<file path="src/rtl/umstr_axis_arb_pkg.sv">
// Shared types and helpers for the multi-source AXI-Stream arbiter.
// Holds the FSM state enum and the round-robin pick function.
package umstr_arb_pkg;

    localparam int unsigned MAX_SRC = 8;

    typedef enum logic {
        IDLE = 1'b0,
        XFER = 1'b1
    } arb_state_e;

    // First set request at or above ptr, wrapping at n sources.
    // Returns ptr when nothing is requesting.
    function automatic logic [2:0] rr_pick(
        input logic [MAX_SRC-1:0] req,
        input logic [2:0]         ptr,
        input int unsigned        n
    );
        logic [2:0] sel;
        logic [2:0] idx;
        logic       found;
        sel   = ptr;
        found = 1'b0;
        for (int unsigned i = 0; i < MAX_SRC; i++) begin
            idx = 3'((32'(ptr) + i) % n);
            if (i < n && !found && req[idx]) begin
                sel   = idx;
                found = 1'b1;
            end
        end
        return sel;
    endfunction

endpackage

</file>
<file path="src/rtl/umstr_axis_arb_if.sv">
// AXI-Stream bundle used between the arbiter core and its output stage.
// master drives payload/valid, slave drives ready.
interface umstr_axis_arb_if #(
    parameter int DW = 32,
    parameter int KW = 4
) ();
    logic [DW-1:0] tdata;
    logic          tvalid;
    logic          tready;
    logic          tlast;
    logic [KW-1:0] tkeep;

    modport master (
        output tdata, tvalid, tlast, tkeep,
        input  tready
    );

    modport slave (
        input  tdata, tvalid, tlast, tkeep,
        output tready
    );
endinterface

</file>
<file path="src/rtl/umstr_axis_arb_skid.sv">
// Two-entry output buffer: full throughput with a registered upstream
// ready, so downstream ready never reaches the sources combinationally.
module umstr_axis_arb_skid #(
    parameter int DW = 32,
    parameter int KW = 4
) (
    input  logic                  clk,
    input  logic                  reset,
    umstr_axis_arb_if.slave       s,
    umstr_axis_arb_if.master      m
);

    logic [1:0]    cnt_q, cnt_d;
    logic          wr_q, rd_q;
    logic [DW-1:0] dat_q  [2];
    logic [KW-1:0] keep_q [2];
    logic          last_q [2];
    logic          push, pop;

    assign s.tready = (cnt_q != 2'd2);
    assign m.tvalid = (cnt_q != 2'd0);
    assign m.tdata  = dat_q[rd_q];
    assign m.tkeep  = keep_q[rd_q];
    assign m.tlast  = last_q[rd_q];

    assign push = s.tvalid & s.tready;
    assign pop  = m.tvalid & m.tready;

    // Occupancy after this cycle's push/pop.
    always_comb begin
        cnt_d = cnt_q + {1'b0, push} - {1'b0, pop};
    end

    // Occupancy and pointers; reset empties both entries.
    always_ff @(posedge clk) begin
        if (reset) begin
            cnt_q <= 2'd0;
            wr_q  <= 1'b0;
            rd_q  <= 1'b0;
        end else begin
            cnt_q <= cnt_d;
            if (push) wr_q <= ~wr_q;
            if (pop)  rd_q <= ~rd_q;
        end
    end

    // Payload storage, written on accepted input beats only.
    always_ff @(posedge clk) begin
        if (push) begin
            dat_q[wr_q]  <= s.tdata;
            keep_q[wr_q] <= s.tkeep;
            last_q[wr_q] <= s.tlast;
        end
    end

endmodule

</file>
<file path="src/rtl/umstr_axis_arb.sv">
// Packet-level round-robin arbiter merging N AXI-Stream sources.
// A granted source owns the output until its tlast beat is accepted.
module umstr_axis_arb
    import umstr_arb_pkg::*;
#(
    parameter int N_SRC        = 4,
    parameter int T_DATA_WIDTH = 32,
    parameter int T_KEEP_WIDTH = 4,
    localparam int GW          = $clog2(N_SRC)
) (
    input  logic                          clk,
    input  logic                          reset,
    input  logic [N_SRC*T_DATA_WIDTH-1:0] s_tdata_i,
    input  logic [N_SRC-1:0]              s_tvalid_i,
    input  logic [N_SRC-1:0]              s_tlast_i,
    input  logic [N_SRC*T_KEEP_WIDTH-1:0] s_tkeep_i,
    output logic [N_SRC-1:0]              s_tready_o,
    output logic [T_DATA_WIDTH-1:0]       m_tdata_o,
    output logic                          m_tvalid_o,
    output logic                          m_tlast_o,
    output logic [T_KEEP_WIDTH-1:0]       m_tkeep_o,
    input  logic                          m_tready_i,
    output logic [GW-1:0]                 grant_o,
    output logic                          busy_o
);

    arb_state_e           state_q, state_d;
    logic [GW-1:0]        grant_q, grant_d;
    logic [GW-1:0]        ptr_q, ptr_d;
    logic [MAX_SRC-1:0]   req_pad;

    umstr_axis_arb_if #(.DW(T_DATA_WIDTH), .KW(T_KEEP_WIDTH)) arb_s ();
    umstr_axis_arb_if #(.DW(T_DATA_WIDTH), .KW(T_KEEP_WIDTH)) out_s ();

    umstr_axis_arb_skid #(
        .DW (T_DATA_WIDTH),
        .KW (T_KEEP_WIDTH)
    ) u_skid (
        .clk   (clk),
        .reset (reset),
        .s     (arb_s.slave),
        .m     (out_s.master)
    );

    assign m_tdata_o    = out_s.tdata;
    assign m_tvalid_o   = out_s.tvalid;
    assign m_tlast_o    = out_s.tlast;
    assign m_tkeep_o    = out_s.tkeep;
    assign out_s.tready = m_tready_i;

    assign req_pad = MAX_SRC'(s_tvalid_i);
    assign grant_o = grant_q;
    assign busy_o  = (state_q == XFER);

    // Arbitration in IDLE, lane steering and packet-end detection in XFER.
    always_comb begin
        state_d      = state_q;
        grant_d      = grant_q;
        ptr_d        = ptr_q;
        s_tready_o   = '0;
        arb_s.tvalid = 1'b0;
        arb_s.tdata  = s_tdata_i[int'(grant_q)*T_DATA_WIDTH +: T_DATA_WIDTH];
        arb_s.tkeep  = s_tkeep_i[int'(grant_q)*T_KEEP_WIDTH +: T_KEEP_WIDTH];
        arb_s.tlast  = s_tlast_i[grant_q];
        unique case (state_q)
            IDLE: begin
                if (|s_tvalid_i) begin
                    grant_d = GW'(rr_pick(req_pad, 3'(ptr_q), N_SRC));
                    state_d = XFER;
                end
            end
            XFER: begin
                arb_s.tvalid        = s_tvalid_i[grant_q];
                s_tready_o[grant_q] = arb_s.tready;
                if (s_tvalid_i[grant_q] && arb_s.tready
                    && s_tlast_i[grant_q]) begin
                    state_d = IDLE;
                    ptr_d   = GW'((32'(grant_q) + 1) % N_SRC);
                end
            end
        endcase
    end

    // FSM, grant and round-robin pointer registers.
    always_ff @(posedge clk) begin
        if (reset) begin
            state_q <= IDLE;
            grant_q <= '0;
            ptr_q   <= '0;
        end else begin
            state_q <= state_d;
            grant_q <= grant_d;
            ptr_q   <= ptr_d;
        end
    end

endmodule
</file>
<file path="config.mk">
export PLATFORM = sky130hd
export DESIGN_NAME = umstr_axis_arb
export DESIGN_NICKNAME = d
export VERILOG_FILES = /design/src/rtl/umstr_axis_arb_pkg.sv /design/src/rtl/umstr_axis_arb_if.sv /design/src/rtl/umstr_axis_arb_skid.sv /design/src/rtl/umstr_axis_arb.sv
export SDC_FILE = /design/constraint.sdc
export NUM_CORES = 1
export LEC_CHECK = 0
export ABC_AREA = 1
export BUFFER_PORTS_ARGS = -buffer_cell sky130_fd_sc_hd__buf_2
export CAP_MARGIN = 20
export CORE_MARGIN = 2
export CORE_UTILIZATION = 34
export CTS_CLUSTER_SIZE = 14
export DETAILED_ROUTE_END_ITERATION = 8
export GPL_ROUTABILITY_DRIVEN = 0
export PLACE_DENSITY = 0.66
export SYNTH_ARGS = -nofsm -noshare
export SYNTH_HDL_FRONTEND = slang
export SYNTH_SLANG_ARGS = --single-unit
export TNS_END_PERCENT = 10
</file>
<file path="constraint.sdc">
create_clock -name clk -period 4.3 [get_ports clk]
set_input_delay 0.215 -clock clk [delete_from_list [all_inputs] [get_ports clk]]
set_output_delay 0.215 -clock clk [all_outputs]
set_load 0.005 [all_outputs]
</file>
# Word-level counts from Yosys, hierarchy flattened
# Memory sizes are Yosys's and may differ from the RTL's. A register that Yosys moved wholly into a read port is not among the register bits.
# Cells that the tools add are included.
[classes]
mux = 39
add_sub_neg = 6
shift = 2
order_cmp = 6
n_eq_ne = 1
reduce_logical = 13
bitwise = 6
[ops]
columns = ["op", "count"]
rows = [
  ["128-bit by 8-bit indexed part select with 32-bit output", 1],
  ["1-bit two-way mux", 27],
  ["2-bit by 4-bit < comparator with 1-bit output, second input constant", 4],
  ["16-bit by 5-bit indexed part select with 4-bit output", 1],
  ["1-bit binary-select mux with 2-bit select", 6],
  ["1-bit logical AND", 6],
  ["2-bit two-way mux", 3],
  ["2-bit by 1-bit adder with 2-bit output, second input constant", 2],
  ["2-bit adder, second input constant", 2],
  ["4-bit bitwise AND", 1],
  ["4-bit two-way mux", 1],
  ["2-bit AND reduction", 2],
  ["4-bit OR reduction", 1],
  ["1-bit zero test", 3],
  ["2-bit by 3-bit < comparator with 1-bit output, second input constant", 1],
  ["1-bit NOT", 3],
  ["2-bit by 1-bit adder with 2-bit output", 1],
  ["1-bit bitwise AND", 2],
  ["1-bit demux with 2-bit select", 1],
  ["2-bit by 1-bit >= comparator with 1-bit output, second input constant", 1],
  ["2-bit != test, second input constant", 1],
  ["1-bit one-hot mux with 2 select lines", 1],
  ["2-bit nonzero test", 1],
  ["2-bit by 1-bit subtractor with 2-bit output", 1],
]
[word_totals]
inputBits = 155
output_inout_bits = 45
mem_count = 3
word_cells = 82
reg_bits = 9
ramBits = 74
[mem_list]
columns = ["name", "words", "word_bits", "rd", "rd_ports_with_merged_regs", "wr", "line_no", "text"]
rows = [
  ["u_skid.dat_q", 2, 32, 1, 1, 1, "umstr_axis_arb_skid.sv:15", "logic [DW-1:0] dat_q [2];"],
  ["u_skid.keep_q", 2, 4, 1, 1, 1, "umstr_axis_arb_skid.sv:16", "logic [KW-1:0] keep_q [2];"],
  ["u_skid.last_q", 2, 1, 1, 1, 1, "umstr_axis_arb_skid.sv:17", "logic last_q [2];"],
]

# Depth between registers and ports, before layout
[logic_depth]
ltp_word = 18
ltp_mapped = 12
mapped_depth_nobuf = 12

# By module
# From an unflattened synthesis, not the netlist that was laid out.
[unflattened]
hier_cells = 463
hier_area_um2 = 4648.2
[by_module_without_submodules]
columns = ["mod", "instances", "area_each_um2", "cells_each", "seq_area_each_um2"]
rows = [
  ["umstr_axis_arb_skid", 1, 3066.7, 152, 2322.2],
  ["umstr_axis_arb", 1, 1581.5, 311, 100.1],
]

# Worst setup path before layout
# No wires, ideal clock.
[synth_timing]
path_type = "register to register"
from = "reg grant_q[0] (netlist: grant_o[0])"
to = "mem u_skid.dat_q[1][0], enable pin"
required_time_ns = 3.867
period_less_slack_ns = 3.028
path_buffers = 1
setup_ns = 0.433
setup_slack_ns = 1.272
arrival_time_ns = 2.596
stages_incl_launch_ff = 7
cell_sequence = "dfxtp_1 buf_2 a21oi_1 o21ai_1 a21oi_2 inv_1 nor2_1"
[synth_between]
elab_chain_cells = 6
[synth_rtl]
columns = ["item", "line_no", "text"]
rows = [
  ["start: declaration", "umstr_axis_arb.sv:28", "logic [GW-1:0] grant_q, grant_d;"],
  ["start signal: assignment", "umstr_axis_arb.sv:92", "grant_q <= grant_d;"],
  ["1-bit binary-select mux with 2-bit select", "umstr_axis_arb.sv:73", "arb_s.tvalid = s_tvalid_i[grant_q];"],
  ["1-bit two-way mux (implied by the code)", "umstr_axis_arb.sv:73", ""],
  ["1-bit two-way mux", "umstr_axis_arb.sv:65", "unique case (state_q)"],
  ["1-bit bitwise AND", "umstr_axis_arb_skid.sv:26", "assign push = s.tvalid & s.tready;"],
  ["1-bit two-way mux", "umstr_axis_arb_skid.sv:49", "if (push) begin"],
  ["1-bit two-way mux (implied by the code)", "umstr_axis_arb_skid.sv:50", "dat_q[wr_q] <= s.tdata;"],
  ["end: declaration", "umstr_axis_arb_skid.sv:15", ""],
]
# No other way between the ends. The select of a mux whose other input is x is not followed.

# Worst setup path in the final report
[layout_timing]
from = "reg grant_q[0] (netlist: grant_o[0])"
to = "out s_tready_o[0]"
[layout_between]
elab_chain_cells = 6
elab_cells_between_ends = 7
cone_classes = "2 x order compare; 3 x mux; 1 x bitwise; 1 x reduce/logical"
[layout_rtl]
columns = ["item", "line_no", "text"]
rows = [
  ["2-bit by 3-bit < comparator with 1-bit output (implied by the code) / 2-bit by 1-bit >= comparator with 1-bit output (equally long branches)", "umstr_axis_arb.sv:74", "s_tready_o[grant_q] = arb_s.tready;"],
  ["1-bit logical AND (implied by the code)", "umstr_axis_arb.sv:74", ""],
  ["1-bit two-way mux (implied by the code)", "umstr_axis_arb.sv:74", ""],
  ["1-bit demux with 2-bit select (*)", "umstr_axis_arb.sv:74", ""],
  ["4-bit bitwise AND (no source line) (*)", "-", ""],
  ["4-bit two-way mux (*)", "umstr_axis_arb.sv:65", ""],
  ["end: declaration", "umstr_axis_arb.sv:17", "output logic [N_SRC-1:0] s_tready_o,"],
]
# Every way passes the cells marked *; elsewhere a longest branch is shown, timed or not.

==> flow_summary.ini <==
[finish]
drive_gt1_share_pct = 43.8
post-route-util_pct = 46.6
layoutNonFillerInstCount = 814
fill_cells = 1246
fin_area_um2 = 5910
syn_to_final_growth_pct = 33.7
final_nets = 796

[clock_network]
cts_sinks = 84
root_buffer = clkbuf_16
numCtsBuffers = 9
clk_pin_slew_ns = 0.06
cts_hold_buf = 0
cts_buffer_depth = 2
h-tree-depth = 3
cts_setup_buffers = 0
cts_tree = done
clk-insertion-delay-late_ns = 0.32
cts.repair.resized = 0

[power_and_ir_drop]
power.density_nw_per_um2 = 573
power_leakage_uw = 0.00250
switching_power_uw = 1190
power_frac_seq_pct = 39.3
vdd_drop_max_mv = 0.292
switching_share_pct = 35.2
internal-power_uw = 2190
clkPwrFrac_pct = 22.5
combPwrFrac_pct = 38.3

[drt]
first_iter_violations = 141
wl_mm = 11.6
firstDrtPassIters = 4
drcViolationCount = 0
wire_per_inst_um = 14.2
postRouteAntennaNets = 0
avgViaCountPerCell = 4.88
vias = 3975

[timing]
whs_ns = 0.0957
hold_viol = 0
fin_skew_ns = 0.00644
fin_setup_tns_ns = 0
rsz0062_at_grt = false
relSlewSlack_pct = 38.5
final-setup-viol-count = 0
fmax_mhz = 368
worstMarginPinSlew_ns = 0.922
drv_slew = 0
period_needed_ns = 2.72
period_share_pct = 63.2

[worst_setup_path]
endpoint_kind = output port
critical_path_required_ns = 4.09
worstSetupStartpointType = flop
cp-startpoint = grant_o[0]$_SDFFE_PP0P_
cp_common_cell = buf_4
r2r_end = ptr_q[0]$_SDFFE_PP0P_
arrival_ns = 2.50
critPathMaxStageDelay_ns = 0.75
worstPathCellList = buf_4 > inv_2 > buf_4 > ha_1 > inv_1 > nor2_1 > buf_2
critical_path.top_delay_family = buffers and inverters
worst_path_max_delay_cell = dfxtp_2
r2r_slack_ns = 1.80
r2r-start = grant_o[0]$_SDFFE_PP0P_
path_depth = 7
critPathBufInv = 5
crit_fanout = 78
critPathKind = flop to output port
ff2ff_path_depth = 8
endpoint = s_tready_o[0]

[placement]
port_buffers = 199
dp.cells = 795
hpwl_mm = 8.28
placed_area_um2 = 5560

[synth]
synth_flop_cell = edfxtp_1
synth_area_um2 = 4420
ys_seq_area_share_pct = 54.8
ys_async_sr_fraction_pct = 0
ys_warn_count = 0
syn_nets = 608
synth-edff-count = 74
synth_cells = 448
synth_seq_cells = 84
synth.distinct_cells = 25
avgSynthCellArea_um2 = 9.86

[grt]
antenna_found_initial = 1
grt_pass1_vias = 3800
grt_overflow_total = 0
grt_usage_pct = 16.1
grt_max_degree = 79
grt_pass1_wl_mm = 18.1

[floorplanning]
die_area_um2 = 13900
ios = 200
die_y_um = 118
die_w_um = 118
core_um2 = 12700
start_util_pct = 34.9
num_rows = 41

[worst_hold_path]
hold_path.class = primary input to flop

[run_status]
status = finished clean

[job]
drv_cap = 0
[sequential cells by signal, indices dropped and copies added, names as in the netlist, named ones only]
| register | cells |
|---|---|
| u_skid.last_q | 2 |
| u_skid.cnt_q | 2 |
| busy_o | 1 |
| u_skid.wr_q | 1 |
| u_skid.rd_q | 1 |
| grant_o | 2 |
| ptr_q | 2 |
| u_skid.dat_q | 64 |
| u_skid.keep_q | 8 |
[through the flow]
stage          total power [uW]  worst slack [ns]
2_1_floorplan              2160              1.27
3_3_place_gp               2600              1.50
3_5_place_dp               2650              1.46
4_1_cts                    3410              1.45
5_1_grt                    3620              1.35
6_report                   3390              1.58
[cell usage in the layout, fill, tap and decap left out, types with 3 or more instances in the layout]
cell         n
dfxtp_1      8
nand3_1     11
nor2_1      82
o21ai_1      4
o22ai_1     37
buf_4        4
nand2_1     30
mux2_2      37
edfxtp_1    74
a21oi_1      9
clkbuf_16    9
buf_2      199
inv_1       19
nand2_2      9
clkinv_4     3
ha_1         5
o21ai_0     77
inv_2        4
[layout make-up]
class                      instances  area (um2)  area share [%]
antenna                            1        2.50          0.0424
clock buffer                       9         225            3.81
clock inverter                     7        76.3            1.29
inverter                          24        92.6            1.57
multi-input combinational        312        1810            30.6
sequential                        84        2420            41.0
tap                              172         215            3.64
timing repair buffer             205        1070            18.0
[cells in the mapped netlist (3+ instances only)]
library cell	number	area, um2
nand3_1	11	55.1
o22ai_1	37	231
ha_1	5	62.6
o21ai_0	77	385
inv_1	20	75.1
buf_2	6	30.0
a21oi_1	9	45.0
nand2_1	30	113
nand2_2	9	56.3
nor2_1	84	315
dfxtp_1	10	200
o21ai_1	4	20.0
inv_2	3	11.3
edfxtp_1	74	2220
clkbuf_1	20	75.1
mux2_2	37	417
[worst min-delay path by stage]
stage | start | end | slack (ns) | cells after the start
floorplan | reset | grant_o[1]$_SDFFE_PP0P_ | 0.28 | 1
global placement | reset | grant_o[1]$_SDFFE_PP0P_ | 0.42 | 2
detailed placement | reset | grant_o[1]$_SDFFE_PP0P_ | 0.43 | 2
CTS | reset | grant_o[1]$_SDFFE_PP0P_ | 0.09 | 2
global route | reset | grant_o[1]$_SDFFE_PP0P_ | 0.1 | 2
finish | reset | grant_o[1]$_SDFFE_PP0P_ | 0.1 | 2
[power by group through the flow]
stage                     sequential [uW]  combinational, uW  clock [uW]
after CTS                            1340               1300         776
after detailed placement             1350               1290           0
after global routing                 1360               1450         807
final                                1330               1300         761
after floorplan                      1260                901           0
after global placement               1340               1250           0
[kinds of logic after synthesis]
logic type	after synthesis	share of synthesized area, %
simple gates	139	13.5
compound gates	129	15.8
flops	84	54.8
buf+inv	52	4.64
mux	37	9.43
fa+ha+maj	5	1.42
xor+xnor	2	0.397
[routing by layer]
layer	up-vias	wire (um)	global-route usage, %
met3	12	791	4.17
li1	1977	-	-
met4	0	108	3.54
met1	1825	4840	18.6
met2	161	5820	29.7
met5	-	0	0
(Power assumes the default switching activity.)
